[src/rtl/wisc_pkg.sv]
// rtl/wisc_pkg.sv - shared opcodes, flag indices, stall FSM states and write-mask type
package wisc_pkg;

  localparam logic [3:0] OP_ADD = 4'h0;
  localparam logic [3:0] OP_SUB = 4'h1;
  localparam logic [3:0] OP_XOR = 4'h2;
  localparam logic [3:0] OP_SLL = 4'h4;
  localparam logic [3:0] OP_SRA = 4'h5;
  localparam logic [3:0] OP_ROR = 4'h6;

  localparam int FLAG_Z = 2;
  localparam int FLAG_V = 1;
  localparam int FLAG_N = 0;

  typedef enum logic {
    IDLE = 1'b0,
    WAIT = 1'b1
  } state_t;

  typedef logic [2:0] mask_t;

  // Which of {Z, V, N} an opcode is allowed to write
  function automatic mask_t op_mask(input logic [3:0] op);
    mask_t m;
    m = '0;
    case (op)
      OP_ADD, OP_SUB:                 m = 3'b111;
      OP_XOR, OP_SLL, OP_SRA, OP_ROR: m = 3'b100;
      default:                        m = 3'b000;
    endcase
    return m;
  endfunction

endpackage

[src/rtl/flag_calc.sv]
// rtl/flag_calc.sv - next N/Z/V values and write mask for the EX instruction
module flag_calc
  import wisc_pkg::*;
(
  input  logic [3:0]  opcode,
  input  logic [15:0] result,
  input  logic        ovfl,
  output logic [2:0]  next_flags,
  output mask_t       mask
);

  // Candidate flags from the ALU result; the mask decides which ones land
  always_comb begin
    next_flags         = '0;
    next_flags[FLAG_Z] = (result == 16'h0000);
    next_flags[FLAG_V] = ovfl;
    next_flags[FLAG_N] = result[15];
    mask               = op_mask(opcode);
  end

endmodule

[src/rtl/flag_register_unit.sv]
// rtl/flag_register_unit.sv - architectural flag register with branch bypass or hazard stall
module flag_register_unit
  import wisc_pkg::*;
#(
  parameter bit BYPASS = 1'b1,
  parameter int CNT_W  = 16
) (
  input  logic             clk,
  input  logic             rst_n,
  input  logic             ex_valid,
  input  logic [3:0]       ex_opcode,
  input  logic [15:0]      ex_result,
  input  logic             ex_ovfl,
  input  logic             stall_in,
  input  logic             flush_ex,
  input  logic             id_branch,
  output logic [3:0]       flags,
  output logic [3:0]       flags_br,
  output logic             flag_stall,
  output logic [CNT_W-1:0] hazard_cnt
);

  logic [2:0] next_flags;
  mask_t      mask;
  logic [2:0] flag_q;
  logic [2:0] merged;
  state_t     state;
  logic       live;
  logic       commit;
  logic       hazard;
  logic       count_en;

  flag_calc u_calc (
    .opcode     (ex_opcode),
    .result     (ex_result),
    .ovfl       (ex_ovfl),
    .next_flags (next_flags),
    .mask       (mask)
  );

  // A live writer is a real, unsquashed EX instruction that touches some flag
  assign live     = ex_valid & ~flush_ex & (mask != 3'b000);
  assign commit   = live & ~stall_in;
  assign hazard   = id_branch & live;
  assign merged   = (flag_q & ~mask) | (next_flags & mask);

  assign flags      = {1'b0, flag_q};
  assign flags_br   = (BYPASS && hazard) ? {1'b0, merged} : flags;
  assign flag_stall = !BYPASS && (state == IDLE) && hazard;
  // Stall mode counts every hazard cycle seen in IDLE, including frozen ones
  assign count_en   = BYPASS ? (hazard & ~stall_in) : ((state == IDLE) && hazard);

  // Flag register: masked commit of the EX flags
  always_ff @(posedge clk or negedge rst_n) begin
    if (!rst_n)      flag_q <= '0;
    else if (commit) flag_q <= merged;
  end

  // Stall FSM: one stall cycle, then one cycle where the committed flags are read
  always_ff @(posedge clk or negedge rst_n) begin
    if (!rst_n) begin
      state <= IDLE;
    end else begin
      case (state)
        IDLE:    if (!BYPASS && hazard && !stall_in) state <= WAIT;
        WAIT:    state <= IDLE;
        default: state <= IDLE;
      endcase
    end
  end

  // Saturating hazard event counter
  always_ff @(posedge clk or negedge rst_n) begin
    if (!rst_n)
      hazard_cnt <= '0;
    else if (count_en && (hazard_cnt != {CNT_W{1'b1}}))
      hazard_cnt <= hazard_cnt + 1'b1;
  end

endmodule

[config.mk]
export PLATFORM = sky130hd
export DESIGN_NAME = flag_register_unit
export DESIGN_NICKNAME = d
export VERILOG_FILES = /design/src/rtl/wisc_pkg.sv /design/src/rtl/flag_calc.sv /design/src/rtl/flag_register_unit.sv
export SDC_FILE = /design/constraint.sdc
export NUM_CORES = 1
export LEC_CHECK = 0
export ABC_AREA = 1
export BUFFER_PORTS_ARGS = -buffer_cell sky130_fd_sc_hd__buf_4
export CAP_MARGIN = 25
export CORE_MARGIN = 1
export CORE_UTILIZATION = 33
export DETAILED_ROUTE_END_ITERATION = 7
export GPL_ROUTABILITY_DRIVEN = 0
export MAX_ROUTING_LAYER = met4
export PLACE_DENSITY_LB_ADDON = 0.12
export SLEW_MARGIN = 10
export SYNTH_ARGS = -nofsm -noshare
export SYNTH_HDL_FRONTEND = slang
export SYNTH_SLANG_ARGS = --single-unit
[constraint.sdc]
create_clock -name clk -period 1.7 [get_ports clk]
set_input_delay 0.085 -clock clk [delete_from_list [all_inputs] [get_ports clk]]
set_output_delay 0.085 -clock clk [all_outputs]
set_load 0.02 [all_outputs]
After elaboration in Yosys (flattened, before gate mapping):

Cells that the tools add are included.

* add/subtract/negate cells: 1
* reduce and logical (&&, ||, !) cells: 6
* multiply operators: 0
* mux-type cells: 2
* bitwise logic cells: 11
* order comparisons: 0
* equal/unequal tests: 6
* shift operators: 0
* divide/modulo/power cells: 0

Operators by type and width (count)
* $add 16x1->16 const B: 1
* $logic_not 16->1: 1
* $ne 16x16->1 const B: 1
* $eq 4x3->1 const B: 3
* $and 3x3->3: 2
* $pmux 3 s2: 1
* $and 1x1->1: 5
* $eq 4x1->1 const B: 1
* $eq 4x2->1 const B: 1
* $logic_not 4->1: 1
* $reduce_or 4->1: 1
* $mux 3: 1
* $not 3->3: 1
* $or 3x3->3: 1
* $reduce_bool 3->1: 1
* $not 1->1: 2
* $reduce_or 2->1: 1
* $logic_and 1x1->1: 1

* latch bits: 0
* bits in read-only memories: 0
* bits of input ports: 27
* memory bits (writable): 0
* register bits after elaboration: 19
* memories kept: 0

Logic depth before layout (Yosys ltp):

* depth after elaboration: 8
* depth in mapped cells: 9
* gate-level depth less buffers: 9

Hierarchy:

Synthesis repeated with hierarchy kept, for this count alone.

* cells, all modules: 220
* area total of the unflattened synthesis: 1382.6 µm²

Modules (own cells, without submodules)
* flag_register_unit: area an instance 1246.2 µm², times used 1, sequential area each 475.5 µm², cells an instance 188
* flag_calc: area an instance 136.4 µm², times used 1, sequential area each 0.0 µm², cells an instance 32

Least setup slack after synthesis:

OpenSTA, ideal clock, no wires.

* path kind: flip-flop to flip-flop
* from: reg hazard_cnt[0]
* to: reg hazard_cnt[3]
* cell stages (with the launch flop): 10
* data required time: 1581 ps
* library setup time: 119 ps
* setup slack: 94 ps
* arrival: 1488 ps
* clock period less this slack: 1606 ps
* cells stage by stage: dfrtp_1 > ha_1 > inv_2 > nor2_4 > nand2_2 > nor2_4 > nor2_4 > buf_12 > nand2_2 > o21ai_2

* longest elaborated chain between the ends: 2

RTL lines
* start, declared: line flag_register_unit.sv:20 `output logic [CNT_W-1:0] hazard_cnt`
* start signal, assigned: line flag_register_unit.sv:77 `hazard_cnt <= hazard_cnt + 1'b1;`
* parallel branches: the longest is 2 deep, another holds $add 16x1->16

Parallel ways; which one is timed is not known.
A chain may end at the register's enable or synchronous reset.

Worst setup path in the final report:

* from: reg hazard_cnt[0]
* to: reg hazard_cnt[8]

The elaborated chain is that of the path after synthesis.

==> metrics.md <==
| Metric | Value |
|---|---|
| Hold Startpoint | stall_in |
| CP delay by family, top | simple AND/OR/NAND/NOR gates |
| Final #Nets | 309 |
| Mapped Avg Cell Area | 6.69 µm² |
| Setup crit end kind | register |
| Utilization after layout | 49.8% |
| #FFs+latches synth | 19 |
| Placed cells | 320 |
| CTS Sinks | 19 |
| Die H | around 67 µm |
| Via count | roughly 1500 |
| Hold_ws | 0.147 ns |
| FF-to-FF path depth | 8 |
| CTS buffer count | 3 |
| Total track usage | 17.9% |
| Pins Over Slew Limit | 0 |
| Commonest non-fill, non-tap cell in the layout | nand2_1 |
| Vias in the first global route | 1294 |
| R2R Setup Slk | between 0.15 and 0.2 ns |
| Post-DRT Antenna Nets | 0 |
| H-tree depth | 1 |
| Dpl ws | -0.230 ns |
| RSZ-0062 raised after global routing | false |
| Clk_skew | 0.00547 ns |
| Grt total ovfl | 0 |
| Actual slew at the worst max-slew pin | 0.534 ns |
| Antenna Cells | 0 |
| WS Path Type | reg2reg |
| Mapped cell area | around 1400 µm² |
| Clk_lat worst skew | 0.26 ns |
| # port buffers | 48 |
| Worst path bufs/invs | 1 |
| Minimum clock period | around 1.5 ns |
| Worst path most repeated cell | nor2_4 |
| Tightest Hold Check Type | in2reg |
| Die area | 4460 µm² |
| PnR worst setup slack | 0.154 ns |
| Largest net degree at the start of global routing | 20 |
| Setup Viol. Count Final | 0 |
| Final Hold Violating Endpoints | 0 |
| Critical Path Slowest Stage Cell | dfrtp_1 |
| Commonest cells after routing, fill and taps aside | nand2_1 (82), buf_4 (70), nor2_1 (26) |
| Initial Util | 34.6% |
| Clock transition at the registers of the reported paths | 0.08 ns |
| DR iter-0 viols | 52 |
| Slew headroom | 64.1% |
| Critical Path AT | 1.74 ns |
| DRC viols | 0 |
| Layout cells sized above 1 | about a third |
| Worst R2R Start | hazard_cnt[0]$_DFFE_PN0P_ |
| First-pass GRT wire length | 5810 µm |
| CTS tree | built |
| Cell Chain, Critical Path | ha_1, inv_2, nor2_4, nand2_2, nor2_4, nor2_4, nand2_2, o21ai_2 |
| Max Freq | approximately 650 MHz |
| Post-route non-filler standard cell count | 330 |
| IO Count | 52 |
| Post-synthesis sequential area ratio | 34.4% |
| FILL cells | 435 |
| Critical path's largest stage delay | around 0.38 ns |
| Maximum VDD drop | between 0.7 and 0.8 mV |
| Post-DR vias/cell | 4.46 |
| Synth cell types | 21 |
| Syn. warnings | 0 |
| Outcome | complete, no violations |
| Critical path required time | 1.89 ns |
| Total Wirelength | ~3600 µm |
| Initial antenna violation count | 0 |
| Rows | 23 |
| Root Buffer | clkbuf_8 |
| Crit path launch type | register |
| Max cap viols | 0 |
| Post-route clock period utilization | about nine tenths |
| Hold worst-path end | flag_q[2]$_DFFE_PN0P_ |
| RR Endpoint | hazard_cnt[8]$_DFFE_PN0P_ |
| Post-Syn Instances | slightly above 200 |
| First-pass iteration count of the detailed router | 4 |
| Post-detail-place hpwl | 2830 µm |
| WHS Path Cells | 4 |
| Longest Clk Path Bufs | 2 |
| Area Overhead vs Synth | 44.0% |
| Core box area | 4000 µm² |
| Die width | 66.8 µm |
| Pleak | 1.04 nW |
| WL per Instance | between 10 and 15 µm |
| PD cells | 824 nW/µm² |
| Critical path fanouts, max | 12 |
-- cell families after synthesis --
kind of cell    Yosys count  share of synthesized area (%)
flops                    19                           34.4
simple gates            140                           44.1
xor+xnor                  5                           3.16
other cells               1                          0.271
compound gates           15                           7.59
fa+ha+maj                 1                          0.904
buf+inv                  26                           9.58
-- synthesized netlist by cell type --
cell      n  area, µm²
nor2_1   26       97.6
nor2_4    4       45.0
o21ai_2   8       70.1
xor2_1    5       43.8
nor3_1    1       5.00
buf_6     1       11.3
o21ai_0   5       25.0
inv_2     2       7.51
nand2_2   6       37.5
nand3_1  12       60.1
nor2_2    2       12.5
ha_1      1       12.5
buf_4     3       22.5
a21oi_1   2       10.0
nor3b_1   1       7.51
buf_12    1       20.0
dfrtp_1  19        475
inv_1    19       71.3
conb_1    1       3.75
nand2_1  82        308
nand4_1   6       37.5
-- tightest hold or removal path: cells and delay by family --
family                 cells  cell delay [ns]
and+or+nand+nor            3             0.21
buffers and inverters      1             0.08
-- metrics by stage --
stage	area, µm²	power, mW	setup TNS (ns)
CTS	1960	1.66	0
floorplan	1390	0.970	0
global route	1990	1.75	0
detailed placement	1900	1.33	-1.98
finish	1990	1.64	0
global placement	1900	1.33	-1.58
-- state kept, by name, summed over array words and instances (netlist names) --
| name | count |
|---|---|
| hazard_cnt | 16 |
| flag_q | 3 |
-- power by group --
| group | leakage (nW) | switching, mW | total [mW] | internal (mW) |
|---|---|---|---|---|
| logic | 0.784 | 0.412 | 0.744 | 0.332 |
| clock network | 0.0255 | 0.162 | 0.325 | 0.163 |
| registers | 0.235 | 0.0472 | 0.573 | 0.526 |
| total | 1.04 | 0.621 | 1.64 | 1.02 |
-- metal layers --
| metal | wire length (µm) | vias to the layer above | global-route usage [%] |
|---|---|---|---|
| met3 | 145 | 6 | 4.28 |
| met1 | 1710 | 655 | 23.3 |
| met2 | 1690 | 26 | 28.0 |
| met4 | 35 | 0 | 3.99 |
| li1 | - | 786 | - |
| met5 | 0 | - | - |
-- final cells by class --
| cell class | count | area (µm²) | share of cell area, % |
|---|---|---|---|
| clock buffers | 3 | 41.3 | 2.07 |
| clock inverters | 1 | 5.00 | 0.251 |
| inverters | 21 | 78.8 | 3.95 |
| multi-input cells | 165 | 795 | 39.9 |
| flip-flops and latches | 19 | 475 | 23.9 |
| well taps | 50 | 62.6 | 3.14 |
| repair buffers | 71 | 536 | 26.9 |
-- worst max path at each step --
stage                                    startpoint                          to  slack (ns)  cells past startpoint
after floorplan           hazard_cnt[0]$_DFFE_PN0P_   hazard_cnt[3]$_DFFE_PN0P_        0.09                      9
after global placement    hazard_cnt[0]$_DFFE_PN0P_  hazard_cnt[15]$_DFFE_PN0P_       -0.19                      9
after detailed placement  hazard_cnt[0]$_DFFE_PN0P_  hazard_cnt[15]$_DFFE_PN0P_       -0.23                      9
after CTS                 hazard_cnt[0]$_DFFE_PN0P_  hazard_cnt[15]$_DFFE_PN0P_        0.05                      9
after global routing      hazard_cnt[1]$_DFFE_PN0P_  hazard_cnt[14]$_DFFE_PN0P_        0.05                      8
final                     hazard_cnt[0]$_DFFE_PN0P_   hazard_cnt[8]$_DFFE_PN0P_        0.15                      8
-- repair_timing --
action	CTS	global route
endpoints found under the setup margin	16	8
gates resized for setup	1	0
pin swaps	1	1
cloned	1	0
hold endpoints to repair	19	0
buffers inserted	0	4
hold buffers	1	0
No activity file was read; power rests on OpenSTA's default activity.
